--- config.mk ---
export PLATFORM = sky130hd
export DESIGN_NAME = instr_fetch_flat
export DESIGN_NICKNAME = d
export VERILOG_FILES = /design/src/rtl/instr_fetch_if.sv /design/src/rtl/instr_fetch.sv /design/src/flat_wrapper.sv
export SDC_FILE = /design/constraint.sdc
export NUM_CORES = 1
export LEC_CHECK = 0
export ABC_AREA = 1
export BUFFER_PORTS_ARGS = -buffer_cell sky130_fd_sc_hd__buf_2
export CAP_MARGIN = 20
export CORE_MARGIN = 10
export CORE_UTILIZATION = 48
export CTS_CLUSTER_DIAMETER = 60
export DETAILED_ROUTE_END_ITERATION = 10
export GPL_TIMING_DRIVEN = 0
export PLACE_DENSITY = 0.95
export SLEW_MARGIN = 20
export SYNTH_ARGS = -nofsm -noshare
export SYNTH_HDL_FRONTEND = slang
export SYNTH_SLANG_ARGS = --single-unit
--- constraint.sdc ---
create_clock -name clk -period 3.25 [get_ports clk]
set_clock_uncertainty 0.1 [all_clocks]
set_input_delay 0.325 -clock clk [delete_from_list [all_inputs] [get_ports clk]]
set_output_delay 0.325 -clock clk [all_outputs]
set_load 0.005 [all_outputs]
--- src/rtl/instr_fetch_if.sv ---
// Fetch-stage bundle: instruction memory request/response
// plus the decoded instruction handshake toward control.
interface instr_fetch_if;
  logic        imem_req_valid;
  logic        imem_req_ready;
  logic [31:0] imem_addr;
  logic        imem_resp_valid;
  logic [31:0] imem_rdata;
  logic        instr_valid;
  logic        instr_ready;
  logic [31:0] instr;
  logic [6:0]  opcode;
  logic [2:0]  funct3;
  logic [6:0]  funct7;
  logic [4:0]  rd;
  logic [4:0]  rs1;
  logic [4:0]  rs2;
  logic [31:0] pc;
  logic [31:0] pc_plus4;
  logic        pc_src;
  logic [31:0] branch_target;
  logic        fetch_fault;

  modport master (
    output imem_req_valid, imem_addr,
    output instr_valid, instr, opcode,
    output funct3, funct7, rd, rs1, rs2,
    output pc, pc_plus4, fetch_fault,
    input  imem_req_ready, imem_resp_valid,
    input  imem_rdata, instr_ready,
    input  pc_src, branch_target
  );

  modport slave (
    input  imem_req_valid, imem_addr,
    input  instr_valid, instr, opcode,
    input  funct3, funct7, rd, rs1, rs2,
    input  pc, pc_plus4, fetch_fault,
    output imem_req_ready, imem_resp_valid,
    output imem_rdata, instr_ready,
    output pc_src, branch_target
  );
endinterface

--- src/rtl/instr_fetch.sv ---
// Instruction fetch stage: PC, single-outstanding imem
// request, instruction buffer and redirect on consume.
module instr_fetch #(
  parameter logic [31:0] RESET_VECTOR = 32'h0000_0000
) (
  input  logic          clk,
  input  logic          reset,
  instr_fetch_if.master bus
);
  typedef enum logic [1:0] {
    REQ, WAIT, HOLD, FAULT
  } state_t;

  localparam logic [31:0] NOP = 32'h0000_0013;

  state_t      state_q, state_d;
  logic [31:0] pc_q, pc_d;
  logic [31:0] instr_q, instr_d;
  logic [31:0] next_pc;
  logic        consume;
  logic        misaligned;

  assign consume = bus.instr_valid
                && bus.instr_ready;
  assign next_pc = bus.pc_src
                 ? bus.branch_target
                 : bus.pc_plus4;
  // a bad target freezes the stage with pc kept
  assign misaligned = bus.pc_src
    && (bus.branch_target[1:0] != 2'b00);

  always_comb begin
    state_d = state_q;
    pc_d    = pc_q;
    instr_d = instr_q;
    unique case (state_q)
      REQ: begin
        if (bus.imem_req_ready)
          state_d = WAIT;
      end
      WAIT: begin
        if (bus.imem_resp_valid) begin
          instr_d = bus.imem_rdata;
          state_d = HOLD;
        end
      end
      HOLD: begin
        if (consume) begin
          if (misaligned) begin
            state_d = FAULT;
          end else begin
            pc_d    = next_pc;
            state_d = REQ;
          end
        end
      end
      FAULT: state_d = FAULT;
      default: state_d = REQ;
    endcase
  end

  always_ff @(posedge clk) begin
    if (reset) begin
      state_q <= REQ;
      pc_q    <= RESET_VECTOR;
      instr_q <= NOP;
    end else begin
      state_q <= state_d;
      pc_q    <= pc_d;
      instr_q <= instr_d;
    end
  end

  assign bus.imem_req_valid = (state_q == REQ)
                            && !reset;
  assign bus.imem_addr   = pc_q;
  assign bus.instr_valid = (state_q == HOLD);
  assign bus.fetch_fault = (state_q == FAULT);
  assign bus.instr       = instr_q;
  assign bus.pc          = pc_q;
  assign bus.pc_plus4    = pc_q + 32'd4;
  assign bus.opcode      = instr_q[6:0];
  assign bus.rd          = instr_q[11:7];
  assign bus.funct3      = instr_q[14:12];
  assign bus.rs1         = instr_q[19:15];
  assign bus.rs2         = instr_q[24:20];
  assign bus.funct7      = instr_q[31:25];
endmodule

--- src/flat_wrapper.sv ---
// flat-port wrapper written by rule: the top's interface ports become plain ports
module instr_fetch_flat 
#(
  parameter logic [31:0] RESET_VECTOR = 32'h0000_0000
)
  (clk, reset, bus_imem_req_valid, bus_imem_addr, bus_instr_valid, bus_instr, bus_opcode, bus_funct3, bus_funct7, bus_rd, bus_rs1, bus_rs2, bus_pc, bus_pc_plus4, bus_fetch_fault, bus_imem_req_ready, bus_imem_resp_valid, bus_imem_rdata, bus_instr_ready, bus_pc_src, bus_branch_target);
  instr_fetch_if bus_i ();
  input  logic clk;
  input  logic reset;
  output wire logic [$bits(bus_i.imem_req_valid)-1:0] bus_imem_req_valid;
  output wire logic [$bits(bus_i.imem_addr)-1:0] bus_imem_addr;
  output wire logic [$bits(bus_i.instr_valid)-1:0] bus_instr_valid;
  output wire logic [$bits(bus_i.instr)-1:0] bus_instr;
  output wire logic [$bits(bus_i.opcode)-1:0] bus_opcode;
  output wire logic [$bits(bus_i.funct3)-1:0] bus_funct3;
  output wire logic [$bits(bus_i.funct7)-1:0] bus_funct7;
  output wire logic [$bits(bus_i.rd)-1:0] bus_rd;
  output wire logic [$bits(bus_i.rs1)-1:0] bus_rs1;
  output wire logic [$bits(bus_i.rs2)-1:0] bus_rs2;
  output wire logic [$bits(bus_i.pc)-1:0] bus_pc;
  output wire logic [$bits(bus_i.pc_plus4)-1:0] bus_pc_plus4;
  output wire logic [$bits(bus_i.fetch_fault)-1:0] bus_fetch_fault;
  input wire logic [$bits(bus_i.imem_req_ready)-1:0] bus_imem_req_ready;
  input wire logic [$bits(bus_i.imem_resp_valid)-1:0] bus_imem_resp_valid;
  input wire logic [$bits(bus_i.imem_rdata)-1:0] bus_imem_rdata;
  input wire logic [$bits(bus_i.instr_ready)-1:0] bus_instr_ready;
  input wire logic [$bits(bus_i.pc_src)-1:0] bus_pc_src;
  input wire logic [$bits(bus_i.branch_target)-1:0] bus_branch_target;
  assign bus_imem_req_valid = bus_i.imem_req_valid;
  assign bus_imem_addr = bus_i.imem_addr;
  assign bus_instr_valid = bus_i.instr_valid;
  assign bus_instr = bus_i.instr;
  assign bus_opcode = bus_i.opcode;
  assign bus_funct3 = bus_i.funct3;
  assign bus_funct7 = bus_i.funct7;
  assign bus_rd = bus_i.rd;
  assign bus_rs1 = bus_i.rs1;
  assign bus_rs2 = bus_i.rs2;
  assign bus_pc = bus_i.pc;
  assign bus_pc_plus4 = bus_i.pc_plus4;
  assign bus_fetch_fault = bus_i.fetch_fault;
  assign bus_i.imem_req_ready = bus_imem_req_ready;
  assign bus_i.imem_resp_valid = bus_imem_resp_valid;
  assign bus_i.imem_rdata = bus_imem_rdata;
  assign bus_i.instr_ready = bus_instr_ready;
  assign bus_i.pc_src = bus_pc_src;
  assign bus_i.branch_target = bus_branch_target;
  instr_fetch #(.RESET_VECTOR(RESET_VECTOR)) u_core (.clk(clk), .reset(reset), .bus(bus_i));
endmodule
* Word level (Yosys, flattened, before mapping) *
Index checks and enable logic that the tools add are counted.

storage, ports and cells
  bits of input ports = 70
  output and inout port bits = 163
  register bits after elaboration = 66

operators by class
  eq/ne operators = 6
  mux-type cells = 6
  add/sub/neg operators = 1
  reductions and logical operators = 9
  bitwise gates (word level) = 1

operators by type and width
  cell                                                  count
  adder 32 x 3 -> 32 bit (second input constant)        1
  2-to-1 mux 32 bit                                     1
  2-to-1 mux 2 bit                                      4
  case mux 2 bit (4 select lines)                       1
  inequality test 2 bit (second input constant)         3
  AND reduction 3 bit                                   2
  equality test 2 bit (second input constant)           2
  logical AND 1 bit                                     3
  equality test 2 x 1 -> 1 bit (second input constant)  1
  zero test 2 bit                                       1
  AND reduction 2 bit                                   1
  nonzero test 2 bit                                    1
  zero test 1 bit                                       1
  inverter 1 bit                                        1

* Logic depth before layout (Yosys ltp) *
Gate-level depths: netlist of the first run.

  word-level depth = 5
  gate-level depth with buffers = 10

* Worst setup path after synthesis of the first run *
OpenSTA, ideal clock, no wires.

  path type = register to output
  start = reg u_core.pc_q[3], in the netlist u_core.bus.imem_addr[3]
  end = out bus_pc_plus4[22]
  path slack = 1.507 ns
  stages on the path, launching flop included = 8
  data required time = 2.825 ns
  data arrival time = 1.318 ns
  path through = dfxtp_1 > ha_1 > nand2_1 > nor2_4 > nand2_4 > nor2_8 > nand3_1 > and2_1

between the ends
  word-level cells in the longest chain between the ends = 1

ends and longest elaborated chain
  item                      RTL line            source
  start: declaration        instr_fetch.sv:17   logic [31:0] pc_q, pc_d;
  start signal: assignment  instr_fetch.sv:69   pc_q <= pc_d;
  adder 32 x 3 -> 32 bit    instr_fetch.sv:81   assign bus.pc_plus4 = pc_q + 32'd4;
  end: declaration          flat_wrapper.sv:21  output wire logic [$bits(bus_i.pc_plus4)-1:0] bus_pc_plus4;

No other way between the ends.

* Final worst setup path of the first run *
Ends and elaborated chain as after synthesis.

==> results.toml, run 1 <==
[route]
antenna_left = 0
drt_iter0_drc = 213
post-route-drc-count = 0
routedWlPerCell_um = 15.4
vias = 4596
wirelength_um = 14400
via_per_inst = 4.90
firstDrtPassIters = 4

[worst_setup_path]
cp_cell_sequence = "ha_1, nand2_1, nor2_4, nand2_4, nor2_8, nand3_1, and2_1, buf_2"
worstPathArrival_ns = 1.95
reg2reg_to = "u_core.bus.imem_addr[28]$_SDFFE_PP0P_"
crit_path_end = "bus_pc_plus4[22]"
rrSetupSlack_ns = 1.44
worstPathRequired_ns = 2.82
start_kind = "flop"
worst_path_max_delay_cell = "dfxtp_1"
cp-end-kind = "output pin"
crit_start = "u_core.bus.imem_addr[3]$_SDFFE_PP0P_"
path_class = "reg2out"
crit_family = "simple AND/OR/NAND/NOR gates"
reg2reg_from = "u_core.bus.imem_addr[3]$_SDFFE_PP0P_"
crit_path_max_fanout = 5
cpPeakStageDelay_ns = 0.43
path_buf_inv = 1
reg2reg_depth = 8
cp_num_cells = 8

[power_and_ir_drop]
p_sw_mw = 0.721
powerDensity_mw_per_mm2 = 393
sw_frac_of_total_pct = 33.3
leakagePower_nw = 3.06
intPower_mw = 1.44
clock_power_share_pct = 30.9
irDropWorstVdd_mv = 0.315
comb_power_share_pct = 24.7
pwr-share-seq_pct = 44.4

[grt]
antenna_found_initial = 3
grt_overflow_total = 0
grt_pass1_wl_um = 23100
grt_max_degree = 15
grt_usage_pct = 22.1
first_global_vias = 4706

[die]
die_y_um = 112
core_area_sq_mm = 0.00818
start_util_pct = 49.3
dieArea_sq_mm = 0.0125
ios = 233
rows = 33
die_w_um = 112

[placed_design]
port_buffers = 231
dp_hpwl_um = 11900
post_dp_cell_area_sq_mm = 0.00532
dp_slack_ns = 1.24
gp_congestion = 0.929

[flow_run]
cap_violations = 0

[cells_and_area]
final_common_cell = "buf_2"
mostFrequentLayoutCells = "buf_2, nand2_1, nor2_1"
drive_above_1_share_pct = 43.0
syn2layout_area_growth_pct = 36.5
final_area_sq_mm = 0.00550
diodes = 0
nNetsFinal = 899

[logic_synthesis]
seq_area_frac_synth_pct = 32.8
ys_seq_elements = 66
yosysWarnings = 0
synthCells = 586
synth_nets = 657
synth_cell_types = 26
synth_area_sq_mm = 0.00403
avgSynthCellArea_sq_um = 6.88

[clock_tree]
insertion_delay_ns = 0.35
holdBufCountCts = 0
htree_levels = 3
cts_setup_buffers = 0
cts_tree = "built"
cts-buffers-inserted = 9
clock_path_buffers = 2
root_buffer = "clkbuf_8"
post_cts_resized = 0
clkTransAtPathRegs_ns = 0.08
clock_sinks = 66

[run_status]
status = "completed"

[hold_path]
hold_class = "in2reg"

[sta]
grt_setup_unrepaired = "no"
finalHoldViolCount = 0
max_freq_mhz = 421
setup_viol = 0
drv_slew = 0
whs_ns = 0.0631
timing.slew.headroom_pct = 59.6
finalSetupTns_ns = 0
fin_crit_ns = 2.38
fin_crit_sh_pct = 73.2
timing.final.ws_setup_ns = 0.872
tightestPinTransition_ns = 0.606
==> synthesized netlist by cell type (all sizes together) <==
master | number | area (sq um)
nor2 | 103 | 493
ha | 1 | 12.5
clkbuf | 14 | 52.6
xnor2 | 4 | 35.0
nor3 | 3 | 15.0
a21oi | 55 | 275
nand2 | 128 | 510
o21ai | 60 | 300
xor2 | 11 | 149
inv | 31 | 116
a31oi | 2 | 12.5
o211ai | 2 | 15.0
nand3b | 7 | 52.6
dfxtp | 66 | 1320
and2 | 5 | 31.3
buf | 78 | 558
nand3 | 16 | 80.1
==> registers in the layout (all words and copies together), names as in the netlist <==
| register | count |
|---|---|
| u_core.state_q | 2 |
| u_core.bus.imem_addr | 32 |
| u_core.bus.instr | 32 |
==> how the worst min path moves through the flow <==
stage,slack (ns),from,cells past startpoint,end
finish,0.06,reset,2,u_core.state_q[1]$_SDFFE_PP0P_
global placement,0.36,u_core.bus.imem_addr[1]$_SDFFE_PP0P_,2,u_core.bus.imem_addr[1]$_SDFFE_PP0P_
detailed placement,0.36,u_core.bus.instr[4]$_SDFFE_PP1P_,2,u_core.bus.instr[4]$_SDFFE_PP1P_
CTS,0.05,reset,2,u_core.state_q[1]$_SDFFE_PP0P_
floorplan,0.29,reset,1,u_core.state_q[1]$_SDFFE_PP0P_
global route,0.05,reset,2,u_core.state_q[1]$_SDFFE_PP0P_
==> area by class of cell <==
type,instances,area [sq um]
plain buffers,92,611
clock buffers,9,124
clock inverters,7,60.1
fillers,727,2670
inverters,31,116
multi-input cells,397,1980
flip-flops and latches,66,1320
well taps,105,131
repair buffers,231,1160
==> layer usage <==
metal	part of all wire, %	vias to the layer above	global-route usage [%]
met1	37	2047	22.2
met3	11	39	11.4
met2	49	222	38.8
li1	-	2284	-
met5	0.15	-	0
met4	2.7	4	7.28
==> worst register-to-register path: stages (launching register included) <==
cell	delay [ns]
dfxtp_1	0.43
ha_1	0.26
nand3_1	0.13
nor2_1	0.22
and2_1	0.20
nand3_1	0.08
nand2_1	0.11
nand2_1	0.07
a21oi_1	0.14
==> through the flow <==
stage,util (%),power [mW],std cells
finish,67.3,2.16,938
global route,67.3,2.29,938
CTS,67.3,2.18,938
detailed placement,65.0,1.52,922
global placement,65.0,1.50,922
floorplan,-,1.25,586
==> power by group through the flow <==
stage	clock (mW)	combinational, mW	sequential [mW]
after global placement	0	0.525	0.976
after CTS	0.682	0.543	0.960
after floorplan	0	0.277	0.969
after detailed placement	0	0.541	0.976
final	0.668	0.535	0.961
after global routing	0.717	0.596	0.975
==> kinds of logic after synthesis <==
logic type / after synthesis / share of synthesized area (%)
AOI/OAI and AO/OA: 119 / 15.0
xor gates and xnor gates: 15 / 4.56
adders and majority gates: 1 / 0.310
buffers and inverters: 123 / 18.0
DFF: 66 / 32.8
and+or+nand+nor: 262 / 29.3
Note: power is estimated with default switching activity, not from simulation.
==> run 2: changes to the inputs <==
--- a/config.mk
+++ b/config.mk
@@ -9,11 +9,11 @@
 export BUFFER_PORTS_ARGS = -buffer_cell sky130_fd_sc_hd__buf_2
 export CAP_MARGIN = 20
 export CORE_MARGIN = 10
-export CORE_UTILIZATION = 48
+export CORE_UTILIZATION = 40
 export CTS_CLUSTER_DIAMETER = 60
 export DETAILED_ROUTE_END_ITERATION = 10
 export GPL_TIMING_DRIVEN = 0
-export PLACE_DENSITY = 0.95
+export PLACE_DENSITY = 0.86
 export SLEW_MARGIN = 20
 export SYNTH_ARGS = -nofsm -noshare
 export SYNTH_HDL_FRONTEND = slang
==> constraint.sdc (replaced) <==
create_clock -name clk -period 2.05 [get_ports clk]
set_clock_uncertainty 0.1 [all_clocks]
set_input_delay 0.205 -clock clk [delete_from_list [all_inputs] [get_ports clk]]
set_output_delay 0.205 -clock clk [all_outputs]
set_load 0.005 [all_outputs]
==> run 2 against run 1 <==
Compared with the run above:
- the flow now finishes with violations (negative setup slack)
- cell area rose by 11%
- sequential share of layout area fell by 1.3 points
- critical path depth rose by 1
- global-route usage fell by 1.2 points
- clock power rose by 54%
- sequential power rose by 59%
- setup slack got worse by 0.88 ns
- register-to-register slack got worse by 1.2 ns
- total power rose by 62%
- highest routed layer is now met4
- largest power group unchanged
- cell count rose by 7.6%
- die area rose by 16%
==> results.toml, run 2 (synthesis results as in run 1) <==
[run_status]
status = "finished, violations left"
failed_checks = "negative setup slack"

[cells_and_area]
multi_input_area_sq_mm = 0.00206
nNetsFinal = 941
mostFrequentLayoutCells = "buf_2, nand2_1, nor2_1"
drive_above_1_share_pct = 47.5
nFillCells = 846
syn2layout_area_growth_pct = 50.9
final_common_cell = "buf_2"
fin_cells = 1009
area.sequential_sq_mm = 0.00138
final_area_sq_mm = 0.00608

[worst_setup_path]
worstPathArrival_ns = 1.76
path_buf_inv = 1
path_class = "reg2out"
worst_path_max_delay_cell = "dfxtp_4"
crit_path_max_fanout = 5
cp_cell_sequence = "ha_4, nand2_2, nor2_4, nand2_4, nor2_8, nand2_1, nand2_1, and2_1, buf_2"
start_kind = "flop"
cp_common_cell = "nand2_1"
crit_family = "simple AND/OR/NAND/NOR gates"
cp-end-kind = "output pin"
cpPeakStageDelay_ns = 0.38
worstPathRequired_ns = 1.75

[grt]
grt_max_degree = 14
antenna_found_initial = 1
grt_usage_pct = 21.0
grt_overflow_total = 0
first_global_vias = 4866
grt_pass1_wl_um = 25000

[route]
firstDrtPassIters = 4
antenna_left = 0
wirelength_um = 16400
via_per_inst = 4.82
vias = 4867
drt_iter0_drc = 279
routedWlPerCell_um = 16.3
post-route-drc-count = 0

[flow_run]
cap_violations = 0

[clock_tree]
htree_levels = 3
clock_path_buffers = 2
root_buffer = "clkbuf_8"
cts_tree = "built"
clock_sinks = 66
insertion_delay_ns = 0.35
cts-buffers-inserted = 9
clkTransAtPathRegs_ns = 0.09

[power_and_ir_drop]
irDropWorstVdd_mv = 0.339
powerDensity_mw_per_mm2 = 575
leakagePower_nw = 3.30

[die]
dieArea_sq_mm = 0.0145
core_area_sq_mm = 0.00977
start_util_pct = 41.2
die_w_um = 120
ios = 233
die_y_um = 120
rows = 36

[sta]
setup_viol = 1
fin_crit_ns = 2.06
finalHoldViolCount = 0
timing.slew.headroom_pct = 59.8
timing.final.ws_setup_ns = -0.0120
max_freq_mhz = 485
tightestPinTransition_ns = 0.603
drv_slew = 0
finalSetupTns_ns = -0.0120
grt_setup_unrepaired = "yes"
fin_crit_sh_pct = 101

[placed_design]
gp_congestion = 0.891
dp_cells = 950
post_dp_cell_area_sq_mm = 0.00535
dp_hpwl_um = 12200
port_buffers = 231

[hold_path]
hold_class = "in2reg"
-- run 2: worst paths after layout --
| kind | from | endpoint | slack, ns | cells past startpoint |
|---|---|---|---|---|
| setup reg to reg | u_core.state_q[1]$_SDFFE_PP0P_ | u_core.bus.imem_addr[0]$_SDFFE_PP0P_ | 0.29 | 6 |
| setup / recovery | u_core.bus.imem_addr[2]$_SDFFE_PP0P_ | bus_pc_plus4[22] | -0.01 | 9 |
| hold reg to reg | u_core.bus.imem_addr[1]$_SDFFE_PP0P_ | u_core.bus.imem_addr[1]$_SDFFE_PP0P_ | 0.39 | 2 |
| hold / removal | bus_branch_target[2] | u_core.bus.imem_addr[2]$_SDFFE_PP0P_ | 0.02 | 3 |
-- run 2: layer usage --
layer | GRT usage, % | wire length (um) | vias up
li1 | - | - | 2366
met1 | 21.5 | 5960 | 2208
met2 | 36.6 | 8000 | 261
met3 | 10.1 | 2110 | 32
met4 | 7.09 | 335 | 0
met5 | 0 | 0 | -
-- run 2: worst reg2reg max path: cells and delay by family (launching register included) --
family | cells | cell delay [ns]
buf+inv | 2 | 0.73
simple gates | 4 | 0.43
flops | 1 | 0.40
-- run 2: layout make-up --
class / instances / area share, %
Multi-Input combinational cell: 397 / 33.9
Antenna cell: 1 / 0.0411
Inverter: 31 / 1.91
Clock buffer: 9 / 2.04
Clock inverter: 7 / 0.884
Tap cell: 133 / 2.74
Timing Repair Buffer: 274 / 25.8
Buffer: 91 / 10.0
Sequential cell: 66 / 22.7
-- run 2: what timing repair did --
item,in CTS,in global routing
buffers inserted,3,9
setup endpoints to repair,19,32
pin swaps,4,14
gates resized for setup,24,40
hold endpoints to repair,31,0
hold buffers,31,0
-- run 2: power breakdown --
part | switching, mW | internal (mW) | leakage, nW | total (mW)
clock | 0.581 | 0.447 | 0.0822 | 1.03
combinational | 0.452 | 0.487 | 2.66 | 0.940
sequential | 0.137 | 1.39 | 0.553 | 1.53
total | 1.17 | 2.33 | 3.30 | 3.50
-- run 2: stage by stage --
step / power [mW] / utilization (%) / setup WS (ns) / hold slack (ns)
after global placement: 2.39 / 54.8 / 0.186 / 0.305
after global routing: 3.69 / 62.2 / -0.0925 / 0.0110
final: 3.50 / 62.2 / -0.0120 / 0.0177
after CTS: 3.49 / 60.6 / -0.00135 / 0.00240
after floorplan: 1.98 / - / 0.427 / 0.174
after detailed placement: 2.41 / 54.8 / 0.171 / 0.307
==> run 3: changes to the inputs <==
--- a/config.mk
+++ b/config.mk
@@ -9,11 +9,13 @@
 export BUFFER_PORTS_ARGS = -buffer_cell sky130_fd_sc_hd__buf_2
 export CAP_MARGIN = 20
 export CORE_MARGIN = 10
-export CORE_UTILIZATION = 40
+export CORE_UTILIZATION = 41
+export CTS_BUF_LIST = sky130_fd_sc_hd__clkbuf_2
 export CTS_CLUSTER_DIAMETER = 60
 export DETAILED_ROUTE_END_ITERATION = 10
 export GPL_TIMING_DRIVEN = 0
-export PLACE_DENSITY = 0.86
+export PLACE_DENSITY = 0.88
+export RECOVER_POWER = 25
 export SLEW_MARGIN = 20
 export SYNTH_ARGS = -nofsm -noshare
 export SYNTH_HDL_FRONTEND = slang
==> run 3 against run 2 <==
Compared with the run above:
- largest power group unchanged
- sequential share of layout area shrank 1.7 points
- highest routed layer unchanged
- the run still ends with negative setup slack left
- hold slack improved by 0.19 ns
- non-clock buffer count is 52 higher
- clock power down 19%
==> results.toml, run 3 (synthesis results as in run 1) <==
[worst_setup_path]
reg2reg_from = "u_core.state_q[0]$_SDFFE_PP0P_"
reg2reg_depth = 7
crit_path_end = "bus_pc_plus4[25]"
start_kind = "flop"
worst_path_max_delay_cell = "dfxtp_4"
crit_path_max_fanout = 5
crit_start = "u_core.bus.imem_addr[2]$_SDFFE_PP0P_"
worstPathArrival_ns = 1.93
worstPathRequired_ns = 1.75
cpPeakStageDelay_ns = 0.42
cp-end-kind = "output pin"
rrSetupSlack_ns = 0.20
cp_cell_sequence = "buf_6, inv_4, nor2_4, nand2_4, nor2_4, nand2_1, nand2_1, nand2_2, buf_6"
path_class = "reg2out"
reg2reg_to = "u_core.state_q[1]$_SDFFE_PP0P_"

[route]
post-route-drc-count = 0
dr_wl_met3_um = 1910
antenna_left = 0
vias = 5202
wirelength_um = 17700
via_per_inst = 4.89
maxUsedRoutingLayer = "met4"
wl_met1_um = 6500
firstDrtPassIters = 5
dr_wl_met2_um = 8920
drt_iter0_drc = 344
routedWlPerCell_um = 16.6

[die]
dieArea_sq_mm = 0.0142
start_util_pct = 41.6
die_w_um = 119
ios = 233
rows = 36
die_y_um = 119
core_area_sq_mm = 0.00968

[sta]
fin_crit_ns = 2.23
drv_slew = 0
finalHoldViolCount = 0
grt_setup_unrepaired = "yes"
timing.final.ws_setup_ns = -0.181
finalSetupTns_ns = -2.72
fin_crit_sh_pct = 109
tightestPinTransition_ns = 0.614
setup_viol = 25
max_freq_mhz = 448
timing.slew.headroom_pct = 59.0

[cells_and_area]
utilization_pct = 68.2
final_common_cell = "buf_2"
nNetsFinal = 993
drive_above_1_share_pct = 44.4
syn2layout_area_growth_pct = 63.9
mostFrequentLayoutCells = "buf_2, nand2_1, buf_4"
fin_cells = 1063
nFillCells = 739
final_area_sq_mm = 0.00661

[flow_run]
cap_violations = 0

[clock_tree]
clkTransAtPathRegs_ns = 0.21
htree_levels = 3
cts-buffers-inserted = 9
clock_path_buffers = 2
cts_tree = "built"
insertion_delay_ns = 0.49
root_buffer = "clkbuf_2"
clock_sinks = 66

[power_and_ir_drop]
irDropWorstVdd_mv = 0.330
powerDensity_mw_per_mm2 = 514
leakagePower_nw = 3.42

[placed_design]
gp_congestion = 0.921
dp_slack_ns = 0.170
post_dp_cell_area_sq_mm = 0.00535
dp_hpwl_um = 12100
dp_cells = 950
port_buffers = 231

[grt]
grt_usage_pct = 23.2
antenna_found_initial = 2
first_global_vias = 5210
grt_pass1_wl_um = 27300
grt_max_degree = 14
grt_overflow_total = 0

[run_status]
failed_checks = "negative setup slack"
status = "finished, violations left"

[hold_path]
hold_class = "in2reg"
[run 3: report_power, final]
group	internal (mW)	total (mW)	switching, mW
clock network	0.289	0.837	0.547
logic	0.546	1.03	0.485
registers	1.39	1.53	0.140
total	2.23	3.40	1.17
[run 3: critical path, delay by kind of cell (launching register included)]
family / cells / cell delay [ns]
buffers and inverters: 3 / 0.27
DFF: 1 / 0.42
and+or+nand+nor: 6 / 0.76
[run 3: final cells by class]
cell class	instances	area [sq um]	share of cell area (%)
Multi-Input combinational cell	397	2140	32.4
Timing Repair Buffer	325	2050	31.1
Sequential cell	66	1390	21.0
Buffer	92	611	9.24
Tap cell	133	166	2.52
Inverter	31	119	1.80
Clock inverter	7	76.3	1.16
Clock buffer	9	45.0	0.682
Antenna cell	3	7.51	0.114
[run 3: how the worst min path moves through the flow]
stage,cells past startpoint,slack [ns],start,to
6_report,9,0.21,bus_imem_req_ready,u_core.state_q[0]$_SDFFE_PP0P_
5_1_grt,9,0.18,bus_imem_req_ready,u_core.state_q[0]$_SDFFE_PP0P_
4_1_cts,9,0.14,bus_imem_req_ready,u_core.state_q[0]$_SDFFE_PP0P_
3_5_place_dp,2,0.31,reset,u_core.state_q[1]$_SDFFE_PP0P_
3_3_place_gp,2,0.31,reset,u_core.state_q[1]$_SDFFE_PP0P_
2_1_floorplan,1,0.17,reset,u_core.state_q[1]$_SDFFE_PP0P_
[run 3: timing repair]
action | in CTS | in global routing
setup endpoints to repair | 26 | 27
gates resized for setup | 50 | 46
pin swaps | 13 | 30
endpoints found under the hold margin | 66 | 0
hold buffers | 69 | 0
setup buffers | 9 | 16
[run 3: stage by stage]
stage | total power [mW] | hold slack (ns)
2_1_floorplan | 1.98 | 0.174
3_3_place_gp | 2.39 | 0.306
3_5_place_dp | 2.41 | 0.307
4_1_cts | 3.37 | 0.138
5_1_grt | 3.58 | 0.178
6_report | 3.40 | 0.207
[run 3: layer usage]
| metal | up-vias | global-route usage, % |
|---|---|---|
| met5 | - | 0 |
| met3 | 29 | 10.2 |
| li1 | 2477 | - |
| met1 | 2393 | 24.1 |
| met2 | 303 | 40.9 |
| met4 | 0 | 7.33 |
